`config.mk`:
```
export PLATFORM = sky130hd
export DESIGN_NAME = divider_arbiter
export DESIGN_NICKNAME = d
export VERILOG_FILES = /design/src/rtl/divider_arbiter.sv
export SDC_FILE = /design/constraint.sdc
export NUM_CORES = 1
export LEC_CHECK = 0
export ABC_AREA = 1
export BUFFER_PORTS_ARGS = -buffer_cell sky130_fd_sc_hd__buf_2
export CAP_MARGIN = 20
export CORE_MARGIN = 2
export CORE_UTILIZATION = 40
export CTS_CLUSTER_SIZE = 16
export DETAILED_ROUTE_END_ITERATION = 6
export GPL_ROUTABILITY_DRIVEN = 1
export PLACE_DENSITY = 0.69
export SYNTH_ARGS = -nofsm -noshare
export SYNTH_HDL_FRONTEND = slang
export SYNTH_SLANG_ARGS = --single-unit
```
`constraint.sdc`:
```
create_clock -name i_clk -period 3.53 [get_ports i_clk]
set_input_delay 0.706 -clock i_clk [delete_from_list [all_inputs] [get_ports i_clk]]
set_output_delay 0.706 -clock i_clk [all_outputs]
set_load 0.05 [all_outputs]
```
`src/rtl/divider_arbiter.sv`:
```
// Round-robin front end that shares one sequential divider among N_REQ clients.
// Optional WAIT watchdog enabled by defining DIV_ARB_TIMEOUT_EN.
module divider_arbiter #(
  parameter int N_REQ   = 4,
  parameter int WIDTH   = 8,
  parameter int TIMEOUT = 32
) (
  input  logic                   i_clk,
  input  logic                   i_rst_n,
  input  logic [N_REQ-1:0]       i_req,
  input  logic [N_REQ*WIDTH-1:0] i_dividend_in,
  input  logic [N_REQ*WIDTH-1:0] i_divisor_in,
  output logic [N_REQ-1:0]       o_gnt,
  output logic [N_REQ-1:0]       o_rsp_valid,
  output logic [WIDTH-1:0]       o_rsp_quotient,
  output logic [WIDTH-1:0]       o_rsp_remainder,
  output logic                   o_rsp_err,
  output logic                   o_busy,
  output logic                   o_div_start,
  output logic [WIDTH-1:0]       o_div_dividend,
  output logic [WIDTH-1:0]       o_div_divisor,
  input  logic                   i_div_done,
  input  logic [WIDTH-1:0]       i_div_quotient,
  input  logic [WIDTH-1:0]       i_div_remainder
);

  localparam int PTR_W = $clog2(N_REQ);

  localparam logic [1:0] ST_IDLE  = 2'd0;
  localparam logic [1:0] ST_ISSUE = 2'd1;
  localparam logic [1:0] ST_WAIT  = 2'd2;
  localparam logic [1:0] ST_RESP  = 2'd3;

  if (N_REQ < 2 || N_REQ > 8 || TIMEOUT < 2) begin : g_bad_params
    $error("divider_arbiter: unsupported parameter set");
  end

  logic [1:0]       r_state;
  logic [PTR_W-1:0] r_rr_ptr;
  logic [PTR_W-1:0] r_win;
  logic             r_div_zero;
  logic [N_REQ-1:0] r_gnt;
  logic [N_REQ-1:0] r_rsp_valid;
  logic [WIDTH-1:0] r_rsp_quotient;
  logic [WIDTH-1:0] r_rsp_remainder;
  logic             r_rsp_err;
  logic             r_busy;
  logic             r_div_start;
  logic [WIDTH-1:0] r_div_dividend;
  logic [WIDTH-1:0] r_div_divisor;
`ifdef DIV_ARB_TIMEOUT_EN
  localparam int CNT_W = $clog2(TIMEOUT);
  logic [CNT_W-1:0] r_wait_cnt;
`endif

  logic             w_any_req;
  logic [PTR_W-1:0] w_win;
  logic [PTR_W:0]   w_sum;
  logic [PTR_W:0]   w_cand;
  logic [N_REQ-1:0] w_win_onehot;
  logic [WIDTH-1:0] w_win_dividend;
  logic [WIDTH-1:0] w_win_divisor;
  logic [PTR_W-1:0] w_next_ptr;

  // Round-robin pick: descending scan so the closest requester at/after r_rr_ptr wins.
  always_comb begin
    w_any_req = 1'b0;
    w_win     = '0;
    w_sum     = '0;
    w_cand    = '0;
    for (int k = N_REQ - 1; k >= 0; k--) begin
      w_sum  = {1'b0, r_rr_ptr} + (PTR_W + 1)'(k);
      w_cand = (w_sum >= (PTR_W + 1)'(N_REQ)) ? (w_sum - (PTR_W + 1)'(N_REQ)) : w_sum;
      if (i_req[w_cand[PTR_W-1:0]]) begin
        w_any_req = 1'b1;
        w_win     = w_cand[PTR_W-1:0];
      end else begin
        w_any_req = w_any_req;
      end
    end
  end

  // Operand mux and one-hot decode of the winning requester.
  always_comb begin
    w_win_dividend = '0;
    w_win_divisor  = '0;
    w_win_onehot   = '0;
    for (int k = 0; k < N_REQ; k++) begin
      if (w_win == PTR_W'(k)) begin
        w_win_dividend  = i_dividend_in[k*WIDTH +: WIDTH];
        w_win_divisor   = i_divisor_in[k*WIDTH +: WIDTH];
        w_win_onehot[k] = 1'b1;
      end else begin
        w_win_onehot[k] = 1'b0;
      end
    end
  end

  assign w_next_ptr = (r_win == PTR_W'(N_REQ - 1)) ? '0 : (r_win + PTR_W'(1));

  // Main FSM: grant/operand capture, divider handshake and response strobe.
  always_ff @(posedge i_clk) begin
    if (!i_rst_n) begin
      r_state         <= ST_IDLE;
      r_rr_ptr        <= '0;
      r_win           <= '0;
      r_div_zero      <= 1'b0;
      r_gnt           <= '0;
      r_rsp_valid     <= '0;
      r_rsp_quotient  <= '0;
      r_rsp_remainder <= '0;
      r_rsp_err       <= 1'b0;
      r_busy          <= 1'b0;
      r_div_start     <= 1'b0;
      r_div_dividend  <= '0;
      r_div_divisor   <= '0;
`ifdef DIV_ARB_TIMEOUT_EN
      r_wait_cnt      <= '0;
`endif
    end else begin
      r_div_start <= 1'b0;
      case (r_state)
        ST_IDLE: begin
          if (w_any_req) begin
            r_win          <= w_win;
            r_gnt          <= w_win_onehot;
            r_div_dividend <= w_win_dividend;
            r_div_divisor  <= w_win_divisor;
            r_busy         <= 1'b1;
            r_state        <= ST_ISSUE;
            // A zero divisor still occupies the ISSUE slot, but never starts the divider.
            if (w_win_divisor == '0) begin
              r_div_zero      <= 1'b1;
              r_rsp_quotient  <= '1;
              r_rsp_remainder <= w_win_dividend;
            end else begin
              r_div_zero  <= 1'b0;
              r_div_start <= 1'b1;
            end
          end else begin
            r_state <= ST_IDLE;
          end
        end
        ST_ISSUE: begin
          if (r_div_zero) begin
            r_rsp_valid <= r_gnt;
            r_rsp_err   <= 1'b1;
            r_state     <= ST_RESP;
          end else begin
            r_state <= ST_WAIT;
`ifdef DIV_ARB_TIMEOUT_EN
            r_wait_cnt <= '0;
`endif
          end
        end
        ST_WAIT: begin
          if (i_div_done) begin
            r_rsp_quotient  <= i_div_quotient;
            r_rsp_remainder <= i_div_remainder;
            r_rsp_valid     <= r_gnt;
            r_rsp_err       <= 1'b0;
            r_state         <= ST_RESP;
          end
`ifdef DIV_ARB_TIMEOUT_EN
          else if (r_wait_cnt == CNT_W'(TIMEOUT - 1)) begin
            r_rsp_quotient  <= '0;
            r_rsp_remainder <= '0;
            r_rsp_valid     <= r_gnt;
            r_rsp_err       <= 1'b1;
            r_state         <= ST_RESP;
          end else begin
            r_wait_cnt <= r_wait_cnt + CNT_W'(1);
          end
`else
          else begin
            r_state <= ST_WAIT;
          end
`endif
        end
        ST_RESP: begin
          r_rsp_valid <= '0;
          r_rsp_err   <= 1'b0;
          r_gnt       <= '0;
          r_busy      <= 1'b0;
          r_rr_ptr    <= w_next_ptr;
          r_state     <= ST_IDLE;
        end
        default: begin
          r_state <= ST_IDLE;
        end
      endcase
    end
  end

  assign o_gnt           = r_gnt;
  assign o_rsp_valid     = r_rsp_valid;
  assign o_rsp_quotient  = r_rsp_quotient;
  assign o_rsp_remainder = r_rsp_remainder;
  assign o_rsp_err       = r_rsp_err;
  assign o_busy          = r_busy;
  assign o_div_start     = r_div_start;
  assign o_div_dividend  = r_div_dividend;
  assign o_div_divisor   = r_div_divisor;

endmodule

```
==> results of run 1 <==
==> final cells by class <==
cell class	instances	area (um^2)	share of cell area [%]
tap	99	124	3.31
clock buffer	5	68.8	1.84
timing repair buffer	131	661	17.6
inverter	49	189	5.04
clock inverter	3	48.8	1.30
multi-input combinational	325	1650	44.2
sequential	50	1000	26.7
==> worst max-delay path, stage by stage, from the launching register on <==
cell     delay (ns)
dfxtp_1        0.63
nand2_1        0.17
nand3_1        0.16
nand2_1        0.11
inv_2          0.07
nand2_1        0.06
nand2_2        0.23
nand2_4        0.17
nand2_4        0.15
nor2_1         0.05
nor2_1         0.23
nand2_1        0.08
nor2_1         0.13
nand2_2        0.09
nand2_4        0.27
nand3_1        0.12
nand2_1        0.08
nor2_1         0.04
==> cell families (layout without fill, tap and decap cells) <==
logic type	count (synthesis)	in the layout	share of synthesized area (%)
mux	8	8	2.70
fa+ha+maj	6	6	2.53
buf+inv	69	188	10.6
flops	50	50	33.8
compound gates	60	60	11.9
simple gates	251	251	38.4
==> power breakdown <==
part,internal [mW],switching (mW)
sequential,0.761,0.111
combinational,0.703,1.82
clock,0.216,0.207
==> registers in the layout, indices dropped and copies added, names as in the netlist <==
name / count
o_rsp_err: 1
o_rsp_remainder: 8
o_div_divisor: 8
r_win: 2
r_rr_ptr: 2
r_state: 2
o_div_dividend: 8
o_rsp_valid: 4
r_div_zero: 1
o_div_start: 1
o_busy: 1
o_gnt: 4
o_rsp_quotient: 8
==> routing by layer <==
metal	routed length (um)	share of wire, %
met4	155	1.9
met3	462	5.7
met5	0	0
met1	3580	44
met2	3920	48
==> placed cells by master, fill, tap and decap left out, types with 9 or more instances in the layout <==
| cell type | netlist | routed |
|---|---|---|
| o21ai_0 | 14 | 14 |
| nor2_1 | 65 | 64 |
| nand3_1 | 36 | 36 |
| nand2_2 | 9 | 9 |
| buf_2 | 5 | 129 |
| nand4_1 | 20 | 20 |
| dfxtp_1 | 50 | 50 |
| inv_1 | 41 | 41 |
| nand2_1 | 103 | 103 |
| a21oi_1 | 30 | 29 |
==> through the flow <==
step / area, um^2 / utilization [%] / setup WS [ns] / hold WS (ns) / cells
after floorplan: 2960 / - / 1.11 / 0.509 / 444
after global placement: 3630 / 50.3 / 0.494 / 0.454 / 654
after detailed placement: 3630 / 50.3 / 0.478 / 0.456 / 654
after CTS: 3750 / 51.9 / 0.620 / 0.471 / 662
after global routing: 3750 / 51.9 / 0.263 / 0.500 / 662
final: 3750 / 51.9 / 0.586 / 0.474 / 662
==> final timing paths <==
kind                                           end  slack [ns]  depth (start not counted)
worst min register to register      o_rsp_valid[0]        0.47                          2
worst max register to register  o_rsp_remainder[7]        0.59                         17
worst min-delay path                o_rsp_valid[0]        0.47                          2
worst max-delay path            o_rsp_remainder[7]        0.59                         17
==> qor.csv, run 1 <==
stage;metric;value;unit
finish;nets;655;
global_routing;first-pass GRT wire length;13300;um
detailed_routing;Routed WL per cell;12.3;um
critical_path;worst setup path class;flop to flop;
power_and_ir_drop;Power, Total;3.81;mW
logic_synthesis;Unique masters post-synth;34;
placed_design;PortBufs;129;
cts;TritonCTS Sinks;50;
logic_synthesis;Mean Syn Cell Area;6.68;um^2
logic_synthesis;Post-synth EDFFs;0;
sta;Fin. Hold Viols;0;
logic_synthesis;share of the synthesized area in the top cell type;33.8;%
global_routing;gr busiest metal;met2;
sta;fmax;340;MHz
cts;post-CTS resize count;0;
critical_path;RR Startpoint;r_rr_ptr[0];
sta;worst slew pin tran;0.607;ns
global_routing;Remaining Overflow, GRT;0;
logic_synthesis;Synth async-reset ratio;0;%
placed_design;DPL Wire Length;6220;um
global_routing;pin count of the biggest net entering global routing;34;
finish;share of cells above drive strength 1;30.7;%
detailed_routing;total wire length;8120;um
cts;CTS tree;done;
logic_synthesis;most frequent cell after synthesis;nand2_1;
sta;final clock skew;0.0114;ns
sta;setup_tns;0;ns
finish;Filler Cell Count;795;
hold_path;hold_sp;o_rsp_valid[0];
detailed_routing;vias per cell;4.82;
critical_path;CP Launch Type;flop;
finish;ant diodes;0;
logic_synthesis;most frequent cells after synthesis;nand2_1 (103), nor2_1 (65), dfxtp_1 (50);
logic_synthesis;yosys warns;0;
logic_synthesis;#FFs+latches synth;50;
hold_path;class of the worst hold path;flop to flop;
detailed_routing;via total after detailed routing;3189;
global_routing;vias in the first global route;2903;
status;outcome;finished clean;
floorplanning;IO Pins;130;
floorplanning;cell row count;31;
global_routing;initial antenna violation count;0;
detailed_routing;post-route ant nets;0;
sta;final worst path period need;2.94;ns
critical_path;Crit. End Element;flop;
cts;Clock H-tree levels;2;
floorplanning;starting density of the core;41.1;%
cts;CTS Buf Count;5;
critical_path;WP data arrival;3.16;ns
detailed_routing;Pre-antenna DRT Iters;4;
floorplanning;Die Ht;90.1;um
finish;synthesis-to-layout area growth;26.4;%
logic_synthesis;mapped cell area;0.00296;mm^2
power_and_ir_drop;Pleak;2.00;nW
sta;Setup Viol. Count Final;0;
sta;Slew HR;59.5;%
logic_synthesis;prevailing post-synth register cell;dfxtp_1;
logic_synthesis;register area share after synthesis;33.8;%
detailed_routing;Post-route DRC;0;
floorplanning;die footprint;0.00811;mm^2
sta;Max Slew Vio Count;0;
cts;clock tree buffer depth;2;
floorplanning;die width;90.1;um
cts;hold_buf cts;0;
flow_run;Max Cap Viol;0;
cts;Reg clk slew, reported paths;0.10;ns
sta;RSZ-0062 raised after global routing;false;
critical_path;CP required;3.75;ns
critical_path;CP max FO;33;
global_routing;GRT Overall Usage;19.7;%
sta;fin crit share;83.4;%
cts;Post-CTS Setup Inserts;0;
cts;Worst-Skew Late Latency;0.31;ns
global_routing;grt met1 use;25.7;%
power_and_ir_drop;Max VDD drop;0.551;mV
logic_synthesis;net count after synthesis;537;
cts;CTS root buf;clkbuf_8;
critical_path;CP Launch Point;r_rr_ptr[0];
power_and_ir_drop;PD cells;1020;mW/mm^2
logic_synthesis;Mapped Cells;444;
floorplanning;core area;0.00721;mm^2
global_routing;met2 usage;32.6;%
global_routing;GR Util met3;3.94;%
logic_synthesis;Synth area leader;dfxtp_1;
logic_synthesis;top cells by area, synth;dfxtp_1 (34%), nand2_1 (13%), nor2_1 (8.2%), nand3_1 (6.1%), inv_1 (5.2%);
detailed_routing;1st-iter DRT viols;189;
placed_design;gpl congestion;0.837;
(Power assumes the default switching activity.)
==> run 2: changes to the inputs <==
Settings changed: PLACE_DENSITY 0.69 to 0.72.
Clock period 3.53 ns to 2.67 ns, I/O delays scaled along.
==> run 2 against run 1 <==
Routed wire length grew 5.0%; combinational power grew 40%; flip-flop and latch count is the same; core utilization grew 1.7 points; global-route usage grew 0.19 points; final cell count grew 2.1%; sequential share of layout area shrank 0.70 points; hold slack lost 0.0058 ns; die area is the same; critical endpoint is now o_rsp_remainder[6]; highest routed layer unchanged.
==> qor.csv, run 2 (synthesis results as in run 1) <==
stage;metric;value;unit;change
status;outcome;finished clean;;
placed_design;Placed Area;0.00372;mm^2;+2.5%
critical_path;worst setup path class;flop to flop;;
critical_path;Reg2Reg Setup Slack;0.25;ns;-0.33 ns
cts;CTS root buf;clkbuf_8;;
finish;commonest non-fill, non-tap cell in the layout;buf_2;;
finish;final instance area;0.00387;mm^2;+3.2%
critical_path;R2R depth;10;;-7
sta;Fin. Hold Viols;0;;unchanged
detailed_routing;Routed WL per cell;12.6;um;+2.8%
finish;commonest cells after routing, fill and taps aside;buf_2 (129), nand2_1 (103), nor2_1 (63), dfxtp_1 (48), inv_1 (41);;
global_routing;first-pass GRT wire length;13500;um;+1.3%
floorplanning;IO Pins;130;;unchanged
critical_path;CP Launch Type;flop;;
floorplanning;starting density of the core;41.1;%;unchanged
finish;synthesis-to-layout area growth;30.4;%;
sta;Setup Viol. Count Final;0;;unchanged
sta;fmax;414;MHz;+22%
cts;CTS tree;done;;
floorplanning;core area;0.00721;mm^2;unchanged
flow_run;Max Cap Viol;0;;unchanged
detailed_routing;total wire length;8520;um;+5.0%
critical_path;Slowest-stage cell, CP;ha_1;;
global_routing;GRT Overall Usage;19.9;%;+0.19 points
global_routing;grt met1 use;25.2;%;-0.57 points
floorplanning;Die Ht;90.1;um;unchanged
critical_path;RR Startpoint;r_state[0];;
cts;clock tree buffer depth;2;;unchanged
critical_path;CP dominant cell by count;inv_1;;
finish;share of cells above drive strength 1;32.9;%;+2.2 points
critical_path;Crit. End Element;flop;;
cts;TritonCTS Sinks;50;;unchanged
sta;final worst path period need;2.42;ns;-0.528 ns
finish;Final Instance Count excl. Fillers;676;;+2.1%
finish;post-layout util;53.6;%;+1.7 points
detailed_routing;1st-iter DRT viols;148;;-22%
sta;worst slew pin tran;0.605;ns;-0.00161 ns
global_routing;GR Util met3;3.86;%;-0.084 points
placed_design;placed insts;666;;+1.8%
cts;Worst-Skew Late Latency;0.31;ns;about the same
cts;Clock H-tree levels;2;;unchanged
sta;Max Slew Vio Count;0;;unchanged
finish;ant diodes;0;;unchanged
floorplanning;cell row count;31;;unchanged
floorplanning;die width;90.1;um;unchanged
cts;CTS Buf Count;5;;unchanged
detailed_routing;Pre-antenna DRT Iters;5;;+1
global_routing;vias in the first global route;3010;;+3.7%
sta;fin crit share;90.5;%;+7.1 points
global_routing;initial antenna violation count;0;;unchanged
finish;nets;669;;+2.1%
detailed_routing;post-route ant nets;0;;unchanged
critical_path;CP max stage delay;0.53;ns;-0.10 ns
critical_path;WP data arrival;2.62;ns;-0.54 ns
critical_path;CP Launch Point;r_state[0];;
critical_path;r2r endpoint;o_rsp_remainder[6];;
detailed_routing;Post-route DRC;0;;unchanged
hold_path;hold depth;2;;unchanged
critical_path;CP required;2.88;ns;-0.87 ns
power_and_ir_drop;Max VDD drop;0.642;mV;+16%
sta;setup_tns;0;ns;unchanged
hold_path;hold_sp;o_busy;;
global_routing;gr busiest metal;met2;;
sta;final clock skew;0.0143;ns;+0.00284 ns
cts;hold_buf cts;0;;unchanged
placed_design;DPL Wire Length;6420;um;+3.2%
detailed_routing;vias per cell;4.89;;+1.6%
placed_design;gpl congestion;0.920;;+10%
cts;Reg clk slew, reported paths;0.10;ns;about the same
critical_path;Setup crit end;o_rsp_remainder[6];;
power_and_ir_drop;PD cells;1330;mW/mm^2;+31%
global_routing;pin count of the biggest net entering global routing;34;;unchanged
sta;RSZ-0062 raised after global routing;false;;
power_and_ir_drop;Power, Total;5.16;mW;+35%
detailed_routing;via total after detailed routing;3308;;+3.7%
global_routing;met2 usage;34.1;%;+1.4 points
hold_path;class of the worst hold path;flop to flop;;
global_routing;Remaining Overflow, GRT;0;;unchanged
floorplanning;die footprint;0.00811;mm^2;unchanged
placed_design;PortBufs;129;;unchanged
critical_path;CP max FO;32;;-3.0%
power_and_ir_drop;Pleak;2.08;nW;+4.1%
critical_path;CP cell instances;inv_1, ha_1, inv_1, nor2_2, inv_1, a21oi_2, buf_4, nand3_1, nand2_1, nor2_1;;
sta;Slew HR;59.6;%;+0.11 points
cts;Post-CTS Setup Inserts;0;;unchanged
-- run 2: stage by stage --
step	setup slack, ns	hold WS (ns)
floorplan	0.418	0.509
global placement	-0.0131	0.450
detailed placement	-0.0665	0.452
CTS	0.0941	0.473
global route	0.00335	0.488
finish	0.254	0.468
-- run 2: layout make-up --
cell class | instances | area, um^2
Clock buffer | 6 | 72.6
Clock inverter | 2 | 17.5
Fill cell | 767 | 3350
Inverter | 49 | 189
Multi-Input combinational cell | 327 | 1710
Sequential cell | 50 | 1010
Tap cell | 99 | 124
Timing Repair Buffer | 143 | 751
-- run 2: critical path, delay by kind of cell (launching register included) --
family | cells | cell delay, ns
compound gates | 1 | 0.16
buf+inv | 4 | 0.81
simple gates | 4 | 0.49
fa+ha+maj | 1 | 0.53
flops | 1 | 0.34
-- run 2: what timing repair did --
item,CTS,global route
pin swaps,0,2
cloned,0,2
endpoints found under the setup margin,2,17
resized for setup,1,7
-- run 2: worst min-delay path by stage --
stage | end | slack (ns)
2_1_floorplan | r_win[1] | 0.51
3_3_place_gp | o_busy | 0.45
3_5_place_dp | o_busy | 0.45
4_1_cts | o_busy | 0.47
5_1_grt | o_rsp_valid[0] | 0.49
6_report | o_busy | 0.47
-- run 2: metal layers --
metal	wire [um]	vias up	part of all wire [%]
met5	0	-	0
met4	146	0	1.7
met3	468	16	5.5
met2	4110	95	48
met1	3800	1493	45
li1	-	1704	-
-- run 2: power breakdown --
group          internal (mW)  switching, mW
logic                   1.05           2.50
clock network          0.191          0.271
registers               1.01          0.144
